File: src/rtl/regfile_scoreboard_if.sv
`default_nettype none
// ============================================================================
// Module      : regfile_scoreboard_if
// Description : Bundle of the register file / scoreboard signals shared by
//               decode, hazard control and writeback.
//               master : client side (drives addresses, write, issue, flush;
//                        receives read data, busy flags and busy count)
//               slave  : register file side
// Revision    : 1.0 - initial release
// ============================================================================
interface regfile_scoreboard_if #(
  parameter int XLEN  = 32,
  parameter int NREGS = 32,
  parameter int AW    = $clog2(NREGS)
);

  // Read ports
  logic [AW-1:0]   rd_addr1;
  logic [AW-1:0]   rd_addr2;
  logic [XLEN-1:0] rd_data1;
  logic [XLEN-1:0] rd_data2;
  logic            rd_busy1;
  logic            rd_busy2;

  // Write-back port
  logic            wr_en;
  logic [AW-1:0]   wr_addr;
  logic [XLEN-1:0] wr_data;

  // Issue / recovery
  logic            iss_en;
  logic [AW-1:0]   iss_addr;
  logic            flush;

  // Scoreboard occupancy
  logic [AW:0]     busy_cnt;

  modport master (
    output rd_addr1, rd_addr2, wr_en, wr_addr, wr_data, iss_en, iss_addr, flush,
    input  rd_data1, rd_data2, rd_busy1, rd_busy2, busy_cnt
  );

  modport slave (
    input  rd_addr1, rd_addr2, wr_en, wr_addr, wr_data, iss_en, iss_addr, flush,
    output rd_data1, rd_data2, rd_busy1, rd_busy2, busy_cnt
  );

endinterface
`default_nettype wire

File: src/rtl/regfile_scoreboard.sv
`default_nettype none
// ============================================================================
// Module      : regfile_scoreboard
// Description : Integer register file with per-register busy scoreboard.
//               Two combinational read ports with same-cycle writeback
//               bypass, one write port, one issue port marking destinations
//               pending, and a flush that drops every pending producer.
// Ports       : clk  - clock, all state changes on rising edge
//               rst  - synchronous active-high reset
//               bus  - regfile_scoreboard_if.slave (read/write/issue/flush,
//                      read data, busy flags, busy_cnt)
// Revision    : 1.0 - initial release
// ============================================================================
module regfile_scoreboard #(
  parameter int XLEN  = 32,
  parameter int NREGS = 32,
  parameter int AW    = $clog2(NREGS)
) (
  input  wire logic               clk,
  input  wire logic               rst,
  regfile_scoreboard_if.slave     bus
);

  localparam logic [AW-1:0] c_X0 = '0;

  logic [XLEN-1:0]  r_regs [NREGS];
  logic [NREGS-1:0] r_busy;
  logic [AW:0]      r_busy_cnt;

  logic             w_wr_valid;
  logic             w_iss_valid;
  logic             w_cnt_inc;
  logic             w_cnt_dec;
  logic [AW:0]      w_cnt_next;

  // x0 is hardwired, so writes/issues targeting it are dropped here once.
  // Flush suppresses a same-cycle issue but not a same-cycle write.
  assign w_wr_valid  = bus.wr_en  && (bus.wr_addr  != c_X0);
  assign w_iss_valid = bus.iss_en && (bus.iss_addr != c_X0) && !bus.flush;

  // Incremental occupancy tracking. An issue adds one only if the target was
  // idle. A writeback removes one only if the target was busy and is not
  // being re-claimed by a same-cycle issue (the new producer keeps it busy).
  assign w_cnt_inc  = w_iss_valid && !r_busy[bus.iss_addr];
  assign w_cnt_dec  = w_wr_valid && r_busy[bus.wr_addr] &&
                      !(w_iss_valid && (bus.iss_addr == bus.wr_addr));
  assign w_cnt_next = r_busy_cnt + {{AW{1'b0}}, w_cnt_inc}
                                 - {{AW{1'b0}}, w_cnt_dec};

  always_ff @(posedge clk) begin
    if (rst) begin
      for (int i = 0; i < NREGS; i++) begin
        r_regs[i] <= '0;
      end
      r_busy     <= '0;
      r_busy_cnt <= '0;
    end else begin
      if (w_wr_valid) begin
        r_regs[bus.wr_addr] <= bus.wr_data;
      end
      if (bus.flush) begin
        r_busy     <= '0;
        r_busy_cnt <= '0;
      end else begin
        // Issue is applied after the writeback clear so that an issue and
        // writeback to the same register leaves the bit set.
        if (w_wr_valid) begin
          r_busy[bus.wr_addr] <= 1'b0;
        end
        if (w_iss_valid) begin
          r_busy[bus.iss_addr] <= 1'b1;
        end
        r_busy_cnt <= w_cnt_next;
      end
    end
  end

  // Read port 1: writeback bypass makes the value being written visible in
  // the same cycle and hides the busy flag it is about to clear.
  always_comb begin
    bus.rd_data1 = '0;
    bus.rd_busy1 = 1'b0;
    if (bus.rd_addr1 != c_X0) begin
      if (w_wr_valid && (bus.wr_addr == bus.rd_addr1)) begin
        bus.rd_data1 = bus.wr_data;
        bus.rd_busy1 = 1'b0;
      end else begin
        bus.rd_data1 = r_regs[bus.rd_addr1];
        bus.rd_busy1 = r_busy[bus.rd_addr1];
      end
    end
  end

  // Read port 2: same behaviour as port 1.
  always_comb begin
    bus.rd_data2 = '0;
    bus.rd_busy2 = 1'b0;
    if (bus.rd_addr2 != c_X0) begin
      if (w_wr_valid && (bus.wr_addr == bus.rd_addr2)) begin
        bus.rd_data2 = bus.wr_data;
        bus.rd_busy2 = 1'b0;
      end else begin
        bus.rd_data2 = r_regs[bus.rd_addr2];
        bus.rd_busy2 = r_busy[bus.rd_addr2];
      end
    end
  end

  assign bus.busy_cnt = r_busy_cnt;

endmodule
`default_nettype wire
File: src/flat_wrapper.sv
// flat-port wrapper written by rule: the top's interface ports become plain ports
module regfile_scoreboard_flat 
#(
  parameter int XLEN  = 32,
  parameter int NREGS = 32,
  parameter int AW    = $clog2(NREGS)
)
  (clk, rst, bus_rd_addr1, bus_rd_addr2, bus_wr_en, bus_wr_addr, bus_wr_data, bus_iss_en, bus_iss_addr, bus_flush, bus_rd_data1, bus_rd_data2, bus_rd_busy1, bus_rd_busy2, bus_busy_cnt);
  regfile_scoreboard_if #(.XLEN(XLEN), .NREGS(NREGS), .AW(AW)) bus_i ();
  input  wire logic clk;
  input  wire logic rst;
  input wire logic [$bits(bus_i.rd_addr1)-1:0] bus_rd_addr1;
  input wire logic [$bits(bus_i.rd_addr2)-1:0] bus_rd_addr2;
  input wire logic [$bits(bus_i.wr_en)-1:0] bus_wr_en;
  input wire logic [$bits(bus_i.wr_addr)-1:0] bus_wr_addr;
  input wire logic [$bits(bus_i.wr_data)-1:0] bus_wr_data;
  input wire logic [$bits(bus_i.iss_en)-1:0] bus_iss_en;
  input wire logic [$bits(bus_i.iss_addr)-1:0] bus_iss_addr;
  input wire logic [$bits(bus_i.flush)-1:0] bus_flush;
  output wire logic [$bits(bus_i.rd_data1)-1:0] bus_rd_data1;
  output wire logic [$bits(bus_i.rd_data2)-1:0] bus_rd_data2;
  output wire logic [$bits(bus_i.rd_busy1)-1:0] bus_rd_busy1;
  output wire logic [$bits(bus_i.rd_busy2)-1:0] bus_rd_busy2;
  output wire logic [$bits(bus_i.busy_cnt)-1:0] bus_busy_cnt;
  assign bus_i.rd_addr1 = bus_rd_addr1;
  assign bus_i.rd_addr2 = bus_rd_addr2;
  assign bus_i.wr_en = bus_wr_en;
  assign bus_i.wr_addr = bus_wr_addr;
  assign bus_i.wr_data = bus_wr_data;
  assign bus_i.iss_en = bus_iss_en;
  assign bus_i.iss_addr = bus_iss_addr;
  assign bus_i.flush = bus_flush;
  assign bus_rd_data1 = bus_i.rd_data1;
  assign bus_rd_data2 = bus_i.rd_data2;
  assign bus_rd_busy1 = bus_i.rd_busy1;
  assign bus_rd_busy2 = bus_i.rd_busy2;
  assign bus_busy_cnt = bus_i.busy_cnt;
  regfile_scoreboard #(.XLEN(XLEN), .NREGS(NREGS), .AW(AW)) u_core (.clk(clk), .rst(rst), .bus(bus_i));
endmodule
File: config.mk
export PLATFORM = sky130hd
export DESIGN_NAME = regfile_scoreboard_flat
export DESIGN_NICKNAME = d
export VERILOG_FILES = /design/src/rtl/regfile_scoreboard_if.sv /design/src/rtl/regfile_scoreboard.sv /design/src/flat_wrapper.sv
export SDC_FILE = /design/constraint.sdc
export NUM_CORES = 2
export LEC_CHECK = 0
export ABC_CLOCK_PERIOD_IN_PS = 4430
export BUFFER_PORTS_ARGS = -buffer_cell sky130_fd_sc_hd__clkbuf_2
export CAP_MARGIN = 25
export CORE_ASPECT_RATIO = 1.25
export CORE_MARGIN = 4
export CORE_UTILIZATION = 60
export CTS_BUF_LIST = sky130_fd_sc_hd__clkbuf_16
export DETAILED_ROUTE_END_ITERATION = 10
export HOLD_SLACK_MARGIN = 0.05
export PLACE_DENSITY_LB_ADDON = 0.15
export SLEW_MARGIN = 20
export SYNTH_ARGS = -nofsm -noshare
export SYNTH_HDL_FRONTEND = slang
export SYNTH_SLANG_ARGS = --single-unit
File: constraint.sdc
create_clock -name clk -period 4.43 [get_ports clk]
set_clock_uncertainty 0.05 [all_clocks]
set_input_delay 0.886 -clock clk [delete_from_list [all_inputs] [get_ports clk]]
set_output_delay 0.886 -clock clk [all_outputs]
set_load 0.01 [all_outputs]
==> impl_metrics.toml <==
[power]
powerDensity_mw_per_mm2 = 369
p_clk_share_pct = 37.9
irDropWorstVdd_mv = 0.387
seqPwrFrac_pct = 48.5
p_leak_nw = 24.3
netSwitchingFraction_pct = 26.0
intPower_mw = 18.1
switchingPower_mw = 6.34
combPwrFrac_pct = 13.5

[clocking]
postCtsSetupBuffers = 0
cts_sinks = 1062
cts-hold-fix-buffers = 0
cts_max_level = 3
cts_resized = 0
clk_pin_slew_ns = 0.06
worstSkewPairLatency_ns = 0.71
clk_path_buf_depth = 3
cts_buffers = 107
cts_tree = "yes"
root_buffer = "clkbuf_16"

[setup_path]
crit_top_cell = "buf_4"
arrival_ns = 3.33
cpMaxStageDelayCell = "or2_2"
path_class = "input pin to output pin"
endpoint_kind = "output pin"
cp-start-kind = "input pin"
cp_max_fo = 12
cpPeakStageDelay_ns = 0.64
crit_required_ns = 3.49
path_cells = "buf_4, buf_4, or2_2, a21oi_1, nor2_1, a32o_1, clkbuf_2"

[job]
cap_violations = 0

[drt]
drtPass1Iterations = 6
routed_wl_um = 208000
vias_per_cell = 7.14
vias = 42111
drtAntennaViolNets = 0
routedWlPerCell_um = 35.2
dr.first_iter.drc_count = 6608
drc = 0

[synthesis]
yosys_warnings = 0
synth_area_mm2 = 0.0585
synth_top_cell_area_share_pct = 52.5
ys_types = 55
postSynthCellCount = 4430
yosysSeqAreaShare_pct = 53.8
ys.flop_type = "edfxtp_1"
ys_top_cells_by_area = "edfxtp_1, mux4_2, and2_1"
synth-edff-count = 1024
yosysTopAreaCell = "edfxtp_1"
async_reset_ff_share_pct = 0
syn_area_per_cell_um2 = 13.2
synth.most_common_cell = "edfxtp_1"
yosys-top-cells-count = "edfxtp_1, and2_1, mux2i_1"
ys_seq_elements = 1062

[layout]
layout-drive-gt1-share_pct = 20.7
areaGrowthSynthToFinish_pct = 13.0
final_area_mm2 = 0.0661
layout.nets = 4578
seqCellArea_mm2 = 0.0315
final.fill_count = 6727
final_core_utilization_pct = 68.6
multiInputGateArea_mm2 = 0.0256

[placed_design]
numPortBuffers = 128
globalplace.congestion = 0.940
place_area_mm2 = 0.0626
hpwlAfterDp_um = 132000

[floorplan]
core_mm2 = 0.0965
die_y_um = 357
die_x_um = 287
fp-row-count = 127
die_area_mm2 = 0.103
start_util_pct = 60.7
pin_count = 129

[timing]
period_minus_slack_ns = 4.27
period_share_pct = 96.4
rsz0062_at_grt = "false"
fin_tns_setup_ns = 0
hold_viol_final = 0
slew_headroom_pct = 31.5
worst_slew_pin_slew_ns = 1.03
maxSlewViolCount = 0
setup-violations-final = 0
whs_ns = 0.476
fmax_ghz = 0.234

[grt]
grt_pass1_wl_um = 294000
grt_usage_pct = 40.2
grt_start_max_net_pins = 62
antenna_found_initial = 11
first_global_vias = 41624
overflow = 0

[outcome]
status = "finished, final reports clean"

[hold_path]
hp-class = "flop to flop"
## metal layers
| layer | share of wire, % | vias to the layer above | track usage, % |
|---|---|---|---|
| met1 | 34 | 20934 | 51.0 |
| met4 | 6.9 | 4 | 23.7 |
| met3 | 14 | 825 | 12.3 |
| met5 | 0.013 | - | 0 |
| li1 | - | 16884 | - |
| met2 | 45 | 3464 | 61.4 |
## layout make-up
type                       instances  area share (%)
inverter                          18           0.102
clock buffer                     107            4.05
antenna                            7          0.0265
multi-input combinational       2909            38.7
tap                             1290            2.44
timing repair buffer             416            5.75
sequential                      1062            47.6
clock inverter                    93            1.30
## placed cells by master (no fill, tap or decap), types with 6 or more instances in the layout
cell | netlist | final
a21oi_1 | 98 | 98
a221oi_1 | 15 | 15
a22o_1 | 28 | 28
a22oi_1 | 153 | 153
a311oi_1 | 13 | 13
a32o_1 | 51 | 51
a41oi_1 | 14 | 14
and2_1 | 1001 | 997
buf_12 | 0 | 66
buf_16 | 0 | 6
buf_4 | 27 | 221
bufinv_16 | 0 | 14
clkbuf_16 | 0 | 107
clkbuf_2 | 1 | 119
clkinv_1 | 0 | 20
clkinv_2 | 0 | 30
conb_1 | 1 | 32
dfxtp_1 | 38 | 38
diode_2 | 0 | 7
edfxtp_1 | 1024 | 1024
ha_1 | 6 | 6
inv_1 | 18 | 37
mux2i_1 | 593 | 593
mux4_2 | 290 | 290
nand2_1 | 160 | 160
nand3_1 | 34 | 34
nand3b_1 | 7 | 7
nand4_1 | 37 | 37
nor2_1 | 107 | 75
nor2_2 | 2 | 11
nor2_4 | 0 | 23
nor2b_1 | 14 | 6
nor2b_4 | 0 | 8
nor3_1 | 7 | 6
o211ai_1 | 50 | 50
o21ai_0 | 46 | 46
o21ai_1 | 13 | 13
o21bai_4 | 0 | 31
o22ai_1 | 53 | 53
xnor2_1 | 16 | 16
## power groups by stage
stage	clock (mW)	combinational (mW)	sequential [mW]
global route	9.71	3.40	11.9
CTS	9.26	3.21	11.8
global placement	0	3.16	12.0
floorplan	0	1.92	12.0
finish	9.26	3.30	11.8
detailed placement	0	3.20	12.0
## through the flow
stage / setup slack, ns / instances / power, mW
after floorplan: 0.616 / 4461 / 13.9
after detailed placement: 0.220 / 5694 / 15.2
after CTS: 0.198 / 5894 / 24.3
after global routing: 0.0787 / 5899 / 25.0
after global placement: 0.243 / 5688 / 15.2
final: 0.160 / 5902 / 24.4
## state kept, by name (all words and copies together), names as in the netlist
signal               cells
u_core.bus.busy_cnt      6
u_core.r_busy           32
u_core.r_regs         1024
## cell families (layout without fill, tap and decap cells)
kind of cell / count (synthesis) / in the layout / synth area share [%]
simple gates: 1388 / 1388 / 13.7
flops: 1062 / 1062 / 53.8
xor+xnor: 19 / 19 / 0.284
buf+inv: 490 / 634 / 3.70
other cells: 1 / 39 / 0.00641
fa+ha+maj: 7 / 7 / 0.162
mux: 883 / 883 / 21.3
compound gates: 580 / 580 / 7.06
## worst paths after layout
path	startpoint	to	slack, ns	depth (start not counted)
worst max-delay path	bus_rd_addr1[2]	bus_rd_data1[24]	0.16	7
worst min register to register	u_core.r_busy[2]	u_core.r_busy[2]	0.48	2
worst max register to register	u_core.r_busy[19]	u_core.bus.busy_cnt[4]	1.32	14
worst min-delay path	u_core.r_busy[2]	u_core.r_busy[2]	0.48	2
## worst max-delay path: cells and delay by family
family                 cells  cell delay (ns)
buffers and inverters      3             0.73
AOI/OAI and AO/OA          2             0.45
and+or+nand+nor            2             1.23
Note: power is estimated with default switching activity, not from simulation.
